--- config.mk ---
export PLATFORM = sky130hd
export DESIGN_NAME = bp_stream_lite_arbiter
export DESIGN_NICKNAME = d
export VERILOG_FILES = /design/src/rtl/bp_stream_lite_arbiter.sv
export SDC_FILE = /design/constraint.sdc
export NUM_CORES = 1
export LEC_CHECK = 0
export BUFFER_PORTS_ARGS = -buffer_cell sky130_fd_sc_hd__buf_2
export CAP_MARGIN = 30
export CORE_AREA = 2 2 147 149
export DETAILED_ROUTE_END_ITERATION = 6
export DIE_AREA = 0 0 149 151
export GPL_ROUTABILITY_DRIVEN = 0
export SETUP_SLACK_MARGIN = 0.3
export SYNTH_ARGS = -nofsm -noshare
export SYNTH_HDL_FRONTEND = slang
export SYNTH_SLANG_ARGS = --single-unit
--- constraint.sdc ---
create_clock -name clk_i -period 1.8 [get_ports clk_i]
set_input_delay 0.09 -clock clk_i [delete_from_list [all_inputs] [get_ports clk_i]]
set_output_delay 0.09 -clock clk_i [all_outputs]
set_load 0.01 [all_outputs]
--- src/rtl/bp_stream_lite_arbiter.sv ---
// ---------------------------------------------------------------------------
// bp_stream_lite_arbiter_pkg
//   BedRock memory message header layout and enums used by the arbiter and its
//   clients, fixed to the default processor configuration.
//
// bp_stream_lite_arbiter
//   Round-robin arbiter sharing one BedRock memory stream channel between
//   num_masters_p stream masters and a single downstream consumer. The grant is
//   held for every beat of a message. A master may hold lock on a last beat to
//   keep the grant across messages. Arbitration is zero-latency: the winner's
//   first beat is presented downstream in the cycle it is selected.
//
// Ports
//   clk_i, reset_n_i   clock (rising edge), asynchronous active-low reset
//   mem_header_i       per-master headers, master g at [g*hdr_w +: hdr_w]
//   mem_data_i         per-master beat data
//   mem_v_i            per-master valid
//   mem_lock_i         per-master lock, sampled on a last-beat handshake
//   mem_ready_o        per-master ready (only the selected master can see 1)
//   mem_header_o       selected header
//   mem_data_o         selected data
//   mem_v_o            selected valid
//   mem_lock_o         selected master's lock
//   mem_ready_i        downstream ready
//   grant_id_o         index of the current or selected master
// ---------------------------------------------------------------------------
package bp_stream_lite_arbiter_pkg;

   typedef enum logic [0:0] {
      e_bp_default_cfg = 1'b0
   } bp_params_e;

   localparam int unsigned paddr_width_p  = 40;
   localparam int unsigned lce_id_width_p = 4;
   localparam int unsigned lce_assoc_p    = 8;

   typedef enum logic [3:0] {
      e_bedrock_mem_rd    = 4'd0,
      e_bedrock_mem_wr    = 4'd1,
      e_bedrock_mem_uc_rd = 4'd2,
      e_bedrock_mem_uc_wr = 4'd3,
      e_bedrock_mem_pre   = 4'd4,
      e_bedrock_mem_amo   = 4'd5
   } bp_bedrock_mem_type_e;

   // Encoded as log2 of the message size in bytes.
   typedef enum logic [2:0] {
      e_bedrock_msg_size_1   = 3'd0,
      e_bedrock_msg_size_2   = 3'd1,
      e_bedrock_msg_size_4   = 3'd2,
      e_bedrock_msg_size_8   = 3'd3,
      e_bedrock_msg_size_16  = 3'd4,
      e_bedrock_msg_size_32  = 3'd5,
      e_bedrock_msg_size_64  = 3'd6,
      e_bedrock_msg_size_128 = 3'd7
   } bp_bedrock_msg_size_e;

   typedef struct packed {
      logic [$clog2(lce_assoc_p)-1:0] way_id;
      logic [lce_id_width_p-1:0]      lce_id;
      bp_bedrock_msg_size_e           size;
      logic [paddr_width_p-1:0]       addr;
      logic [3:0]                     subop;
      bp_bedrock_mem_type_e           msg_type;
   } bp_bedrock_mem_msg_header_s;

endpackage

module bp_stream_lite_arbiter
   import bp_stream_lite_arbiter_pkg::*;
#(
   parameter bp_params_e  bp_params_p    = e_bp_default_cfg,
   parameter int unsigned num_masters_p  = 2,
   parameter int unsigned data_width_p   = 64,
   parameter int unsigned max_beats_p    = 8,
   parameter int unsigned payload_mask_p = 0,
   localparam int unsigned hdr_w = $bits(bp_bedrock_mem_msg_header_s),
   localparam int unsigned id_w  = $clog2(num_masters_p)
) (
   input  logic                                   clk_i,
   input  logic                                   reset_n_i,
   input  logic [num_masters_p*hdr_w-1:0]         mem_header_i,
   input  logic [num_masters_p*data_width_p-1:0]  mem_data_i,
   input  logic [num_masters_p-1:0]               mem_v_i,
   input  logic [num_masters_p-1:0]               mem_lock_i,
   output logic [num_masters_p-1:0]               mem_ready_o,
   output logic [hdr_w-1:0]                       mem_header_o,
   output logic [data_width_p-1:0]                mem_data_o,
   output logic                                   mem_v_o,
   output logic                                   mem_lock_o,
   input  logic                                   mem_ready_i,
   output logic [id_w-1:0]                        grant_id_o
);

   if (bp_params_p != e_bp_default_cfg) begin : g_chk_cfg
      $error("bp_stream_lite_arbiter: only the default config header layout is supported");
   end
   if (num_masters_p < 2) begin : g_chk_masters
      $error("bp_stream_lite_arbiter: num_masters_p must be at least 2");
   end
   if ((data_width_p % 8) != 0) begin : g_chk_width
      $error("bp_stream_lite_arbiter: data_width_p must be a multiple of 8");
   end

   localparam int unsigned cnt_w     = (max_beats_p > 1) ? $clog2(max_beats_p) : 1;
   localparam int unsigned lg_bpb_lp = $clog2(data_width_p / 8);
   localparam int unsigned lg_max_lp = $clog2(max_beats_p);
   localparam logic [15:0] mask_lp   = 16'(payload_mask_p);

   typedef logic [id_w-1:0]  id_t;
   typedef logic [cnt_w-1:0] cnt_t;
   typedef enum logic [1:0] {e_idle, e_stream, e_lock} state_e;

   state_e state_r;
   id_t    rr_ptr_r;
   id_t    gnt_r;
   cnt_t   cnt_r;

   id_t    sel;
   cnt_t   beats_m1;
   logic   hs;

   bp_bedrock_mem_msg_header_s hdr_a  [num_masters_p];
   logic [data_width_p-1:0]    data_a [num_masters_p];

   for (genvar g = 0; g < num_masters_p; g++) begin : g_unpack
      assign hdr_a[g]  = mem_header_i[g*hdr_w +: hdr_w];
      assign data_a[g] = mem_data_i[g*data_width_p +: data_width_p];
   end

   function automatic id_t next_id(id_t i);
      return (32'(i) == num_masters_p - 1) ? '0 : i + 1'b1;
   endfunction

   // Winner search: the lowest offset from rr_ptr_r wins, so scan offsets
   // from high to low and let the last hit stand. Outside IDLE the grant is
   // pinned to gnt_r.
   always_comb begin
      int idx;
      // NOTE: every combinational output gets a default first so no path
      // leaves it unassigned and infers a latch.
      sel = rr_ptr_r;
      idx = 0;
      if (state_r == e_idle) begin
         for (int k = int'(num_masters_p) - 1; k >= 0; k--) begin
            idx = int'(rr_ptr_r) + k;
            if (idx >= int'(num_masters_p)) idx = idx - int'(num_masters_p);
            if (mem_v_i[idx]) sel = id_t'(idx);
         end
      end else begin
         sel = gnt_r;
      end
   end

   // Beats of a message starting now, less one. Only meaningful on a first
   // beat (IDLE or LOCK); STREAM counts with cnt_r and ignores the header.
   always_comb begin
      int unsigned sz;
      int unsigned lgb;
      sz  = 32'(hdr_a[sel].size);
      lgb = 0;
      if (mask_lp[hdr_a[sel].msg_type] && (sz > lg_bpb_lp)) lgb = sz - lg_bpb_lp;
      if (lgb > lg_max_lp) lgb = lg_max_lp;
      beats_m1 = cnt_t'((32'd1 << lgb) - 32'd1);
   end

   // Outputs are forced to zero while reset is asserted, independent of the
   // clock, so a mid-message reset drops the channel immediately.
   always_comb begin
      mem_ready_o = '0;
      if (reset_n_i) mem_ready_o[sel] = mem_ready_i;
   end

   assign mem_v_o      = reset_n_i & mem_v_i[sel];
   assign mem_header_o = reset_n_i ? hdr_a[sel]     : '0;
   assign mem_data_o   = reset_n_i ? data_a[sel]    : '0;
   assign mem_lock_o   = reset_n_i & mem_lock_i[sel];
   assign grant_id_o   = reset_n_i ? sel            : '0;

   assign hs = mem_v_o & mem_ready_i;

   // NOTE: sequential state uses non-blocking assignments so every register
   // samples pre-edge values regardless of statement order.
   always_ff @(posedge clk_i or negedge reset_n_i) begin
      if (!reset_n_i) begin
         state_r  <= e_idle;
         rr_ptr_r <= '0;
         gnt_r    <= '0;
         cnt_r    <= '0;
      end else if (hs) begin
         unique case (state_r)
            e_idle, e_lock: begin
               // First beat of a message; in LOCK sel is already gnt_r.
               if (beats_m1 != '0) begin
                  gnt_r   <= sel;
                  cnt_r   <= beats_m1;
                  state_r <= e_stream;
               end else if (mem_lock_i[sel]) begin
                  gnt_r   <= sel;
                  state_r <= e_lock;
               end else begin
                  rr_ptr_r <= next_id(sel);
                  state_r  <= e_idle;
               end
            end
            e_stream: begin
               cnt_r <= cnt_r - 1'b1;
               if (cnt_r == cnt_t'(1)) begin
                  if (mem_lock_i[gnt_r]) begin
                     state_r <= e_lock;
                  end else begin
                     rr_ptr_r <= next_id(gnt_r);
                     state_r  <= e_idle;
                  end
               end
            end
            default: state_r <= e_idle;
         endcase
      end
   end

endmodule

# [Word level (Yosys, flattened, before mapping)]
# Memory sizes are Yosys's and may differ from the RTL's.
# Index checks and enable logic that the tools add are counted.
[op_classes] add_sub_neg=8 multipliers=0 div=0 order_cmp=11 n_eq_ne=8 n_shift=1 n_mux=50 n_bitwise=5 n_reduce_logical=11
[ops] operator="2-to-1 mux 64 bit" count=4
[ops] operator="2-to-1 mux 58 bit" count=4
[ops] operator="2-to-1 mux 32 bit" count=6
[ops] operator="less-than comparator 32 x 3 -> 1 bit (second input constant)" count=2
[ops] operator="> comparator 32 x 2 -> 1 bit (second input constant)" count=1
[ops] operator="<< shifter 1 x 32 -> 3 bit (first input constant)" count=1
[ops] operator="2-to-1 mux 1 bit" count=26
[ops] operator="2-to-1 mux 2 bit" count=5
[ops] operator="inequality test 2 bit (second input constant)" count=5
[ops] operator="one-hot mux 3 bit (2 select lines)" count=1
[ops] operator="AND reduction 3 bit" count=2
[ops] operator="AND reduction 6 bit" count=1
[ops] operator="subtractor 3 x 1 -> 3 bit (second input constant)" count=2
[ops] operator="less-than comparator 4 x 5 -> 1 bit (second input constant)" count=1
[ops] operator="greater-or-equal comparator 2 bit (second input constant)" count=2
[ops] operator="less-than comparator 1 x 2 -> 1 bit (second input constant)" count=2
[ops] operator="one-hot mux 2 bit (2 select lines)" count=1
[ops] operator="nonzero test 2 bit" count=2
[ops] operator="subtractor 3 x 2 -> 4 bit (second input constant)" count=1
[ops] operator="bitwise AND 1 bit" count=3
[ops] operator="equality test 3 x 1 -> 1 bit (second input constant)" count=1
[ops] operator="> comparator 3 x 2 -> 1 bit (second input constant)" count=1
[ops] operator="2-to-1 mux 3 bit" count=1
[ops] operator="nonzero test 3 bit" count=1
[ops] operator="16 further kinds" count=18
[word_totals] ff_bits=7 latchBits=0 mem_bits_rw=0 romBits=16 out_inout_bits=127 wordCells=99 mem_count=1
[mem_list] name="(name not given)" words=16 word_bits=1 read_ports=1 rd_ports_with_merged_regs=0 write_ports=0 line_no="162" rtl="if (mask_lp[hdr_a[sel].msg_type] && (sz > lg_bpb_lp)) lgb = sz - lg_bpb_lp;"

# [Logic depth before layout (Yosys ltp)]
[depth] depth_word=25 ltp_mapped=8 depth_no_buf=4

# [Least setup slack after synthesis]
# Ideal clock, no wire load.
[synth_path] kind="register to output" start="reg state_r[1]" end="out mem_data_o[0]" arrival_ns=1.459 t_required_ns=1.710 slack_ns=0.251 path_stages_with_launch=8 path_cell_list="dfrtp_1 -> buf_4 -> nor2b_1 -> a21oi_4 -> buf_4 -> buf_2 -> nand2_1 -> a21boi_1"
[synth_via] elab_chain_len=7
[synth_lines] element="start, declared" line_no="114" rtl="state_e state_r;"
[synth_lines] element="start signal, assigned" line_no="186" rtl="state_r <= e_idle;"
[synth_lines] element="start signal, assigned" line_no="197" rtl="state_r <= e_stream;"
[synth_lines] element="start signal, assigned" line_no="200" rtl="state_r <= e_lock;"
[synth_lines] element="zero test 2 bit" line_no="144" rtl="if (state_r == e_idle) begin"
[synth_lines] element="2-to-1 mux 1 bit" line_no="144"
[synth_lines] element="inverter 1 -> 2 bit (implied by the code)" line_no="176" rtl="assign mem_data_o = reset_n_i ? data_a[sel] : '0;"
[synth_lines] element="2-to-1 mux 64 bit (implied by the code) (3 in series)" line_no="176"
[synth_lines] element="2-to-1 mux 64 bit" line_no="176"
[synth_lines] element="end, declared" line_no="88" rtl="output logic [data_width_p-1:0] mem_data_o,"
# Every way passes these cells. The select of a mux whose other input is x is not followed.

# [Worst setup path after layout]
[layout_path] start="reg state_r[1]" end="out mem_header_o[19]"
[layout_via] elab_chain_len=7
[layout_lines] element="zero test 2 bit" line_no="144"
[layout_lines] element="2-to-1 mux 1 bit" line_no="144"
[layout_lines] element="inverter 1 -> 2 bit (implied by the code)" line_no="175" rtl="assign mem_header_o = reset_n_i ? hdr_a[sel] : '0;"
[layout_lines] element="2-to-1 mux 58 bit (implied by the code) (3 in series)" line_no="175"
[layout_lines] element="2-to-1 mux 58 bit" line_no="175"
[layout_lines] element="end, declared" line_no="87" rtl="output logic [hdr_w-1:0] mem_header_o,"
# Every way passes these cells. The select of a mux whose other input is x is not followed.

==> results.sh <==
export IMPL_status="complete, but fails checks"
export IMPL_violations="negative setup slack"
export IMPL_htreeDepth=1
export IMPL_drtIter0Drc=196
export IMPL_layout_drive_gt1_share_pct=66.7
export IMPL_ir_drop_mv=0.739
export IMPL_clk_pin_slew_ps=30
export IMPL_hold_path_class="in2async"
export IMPL_tightest_slew_ps=328
export IMPL_clock_fmax_mhz=533
export IMPL_grt_pass1_vias=3928
export IMPL_syn_area_mm2=0.00240
export IMPL_hpwl_um=10300
export IMPL_rsz0062_at_grt="true"
export IMPL_drt_wirelength_per_cell_um=14.3
export IMPL_slew_headroom_pct=77.9
export IMPL_die_area_mm2=0.0225
export IMPL_cts_path_max_buffers=2
export IMPL_path_max_fanout=8
export IMPL_period_minus_slack_ps=1880
export IMPL_postSynthCellCount=445
export IMPL_placed_cells=1067
export IMPL_synth_top_cell_area_share_pct=38.6
export IMPL_setup_slack_ps=-75.3
export IMPL_critPathTopFamily="buffers and inverters"
export IMPL_synth_distinct_cells=32
export IMPL_antenna_found_initial=1
export IMPL_clock_latency_ps=230
export IMPL_powerDensity_mw_per_mm2=1290
export IMPL_path_buf_inv=4
export IMPL_final_cells=1093
export IMPL_path_class="reg2out"
export IMPL_drv_slew=0
export IMPL_synth_edff_count=0
export IMPL_arrival_ps=1790
export IMPL_grt_pass1_wl_um=19200
export IMPL_numCtsBuffers=3
export IMPL_ys_seq_area_share_pct=3.13
export IMPL_fin_nets=1070
export IMPL_root_buffer="clkbuf_16"
export IMPL_clock_skew_ps=0.896
export IMPL_num_antenna_cells=0
export IMPL_avgSynthCellArea_um2=5.40
export IMPL_synthMuxAreaShare_pct=0.938
export IMPL_synthFlopType="dfrtp_1"
export IMPL_setup_violations=85
export IMPL_drc=0
export IMPL_critical_path_slowest_cell="dfrtp_2"
export IMPL_path_cells="nor2b_4, a21oi_4, buf_6, buf_12, buf_8, nand2_2, a21boi_2, buf_2"
export IMPL_cp_end_kind="output port"
export IMPL_synthTopCellsByArea="nand2_1 39%, a21boi_1 38%, buf_6 3.8%"
export IMPL_p_total_mw=7.29
export IMPL_via_per_inst=4.09
export IMPL_vias=4471
export IMPL_synth_compound_area_share_pct=43.2
export IMPL_grt_usage_pct=10.5
export IMPL_synthToLayoutAreaGrowth_pct=135
export IMPL_die_h_um=151
export IMPL_synthAdderAreaFrac_pct=0
export IMPL_drtAntennaViolNets=0
export IMPL_period_share_pct=104
export IMPL_cts_tree="yes"
export IMPL_dr_pass1_iters=4
export IMPL_ios=378
export IMPL_wl_um=15600
export IMPL_synth_area_leader_cell="nand2_1"
export IMPL_start_util_pct=11.5
export IMPL_p_leak_nw=3.06
export IMPL_grt_overflow=0
export IMPL_ys_ff_latch=3
export IMPL_synthSimpleGateAreaFrac_pct=42.3
export IMPL_cts_sinks=3
export IMPL_grt_max_degree=64
export IMPL_synth_top_family_by_area="compound AO/OA/AOI/OAI gates"
export IMPL_ys_warn_count=0
export IMPL_hold_viol=0
export IMPL_port_buffer_count=377
export IMPL_yosys_area_share_xor_xnor_pct=0
export IMPL_core_area_mm2=0.0208
export IMPL_rows=53
export IMPL_synth_nets=696
export IMPL_maxCapViolCount=0
export IMPL_slowest_delay_ps=440
export IMPL_start_kind="register"
export IMPL_critPathRequiredTime_ps=1710
export IMPL_async_flop_share_pct=100
export IMPL_die_x_um=149
[cells by family (layout without fill, tap and decap cells)]
kind of cell | count (synthesis) | in the layout
compound gates | 136 | 136
simple gates | 261 | 261
buf+inv | 43 | 416
flops | 3 | 3
mux | 2 | 2
[final cells by class]
cell class / instances / area, um^2
tap: 275 / 344
sequential: 3 / 78.8
clock buffer: 4 / 78.8
multi-input combinational: 399 / 2580
timing repair buffer: 412 / 2550
fill: 2290 / 15200
[per-layer routing]
metal / vias to the layer above / global-route usage (%) / part of all wire (%)
li1: 2200 / - / -
met1: 2014 / 11.7 / 38
met2: 238 / 20.4 / 52
met3: 17 / 1.90 / 7.9
met4: 2 / 2.86 / 1.7
met5: - / 0 / 0.045
[path summary, 6_finish.rpt]
check	startpoint	to	slack [ps]	cells past startpoint
worst max-delay path	state_r[1]$_DFFE_PN0P_	mem_header_o[19]	-80	8
worst min-delay path	reset_n_i	rr_ptr_r$_DFFE_PN0P_	20	2
worst max register to register	gnt_r$_DFFE_PN0P_	state_r[1]$_DFFE_PN0P_	310	3
worst min register to register	gnt_r$_DFFE_PN0P_	gnt_r$_DFFE_PN0P_	610	1
max in group asynchronous	reset_n_i	state_r[1]$_DFFE_PN0P_	1300	3
min in group clk_i	mem_lock_i[0]	gnt_r$_DFFE_PN0P_	260	3
[registers in the layout, summed over array words and instances (netlist names)]
register / cells
state_r: 1
gnt_r: 1
rr_ptr_r: 1
[cell usage in the layout (no fill, tap or decap), drive strengths merged]
cell type,count
and2,2
nor3,1
o211a,1
nand2,247
mux2,2
nand2b,1
o21bai,2
a21boi,124
and3,1
clkbuf,12
nor4,1
o22a,1
bufbuf,1
a21bo,1
o2111ai,1
a21o,1
o21ai,1
dfrtp,3
buf,402
or3b,1
nand4b,1
nor2,2
o41ai,1
dlymetal6s4s,1
nor4bb,1
a21oi,3
nor2b,3
[report_power, final]
group	internal, mW	leakage [nW]	total (mW)	switching (mW)
combinational	3.18	2.99	6.76	3.58
sequential	0.106	0.0303	0.169	0.0632
clock	0.293	0.0382	0.360	0.0675
total	3.58	3.06	7.29	3.71
[through the flow]
stage                     cell area, um^2  util [%]  hold WS (ps)  setup slack, ps  setup TNS, ps
after global placement               4880      23.4         -73.2              171              0
final                                5640      27.1          16.2            -75.3          -2160
after global routing                 5640      27.1          45.7             -162         -12620
after detailed placement             4880      23.4         -69.1              155              0
after floorplan                      2710         -          -206              289              0
after CTS                            5120      24.6           259            -60.2          -1410
[worst register-to-register path, stage by stage, from the launching register on]
cell and delay (ps):
dfrtp_2 440, or3b_1 420, o2111ai_2 150, mux2_1 360
[what timing repair did]
action | in CTS | in global routing
gates resized for setup | 12 | 75
setup buffers | 3 | 4
hold endpoints to repair | 3 | 0
hold buffers | 1 | 0
pin swaps | 0 | 65
setup endpoints to repair | 127 | 129
cloned | 3 | 11
[synth_stat cells, types with 2 or more instances]
cell type and count:
dfrtp_1 3, nor2b_1 3, and2_1 2, nor2_1 2, buf_2 10, a21boi_1 122
a21boi_0 2, clkbuf_1 21, nand2_1 247, buf_6 8, buf_4 4
Note: power is estimated with default switching activity, not from simulation.
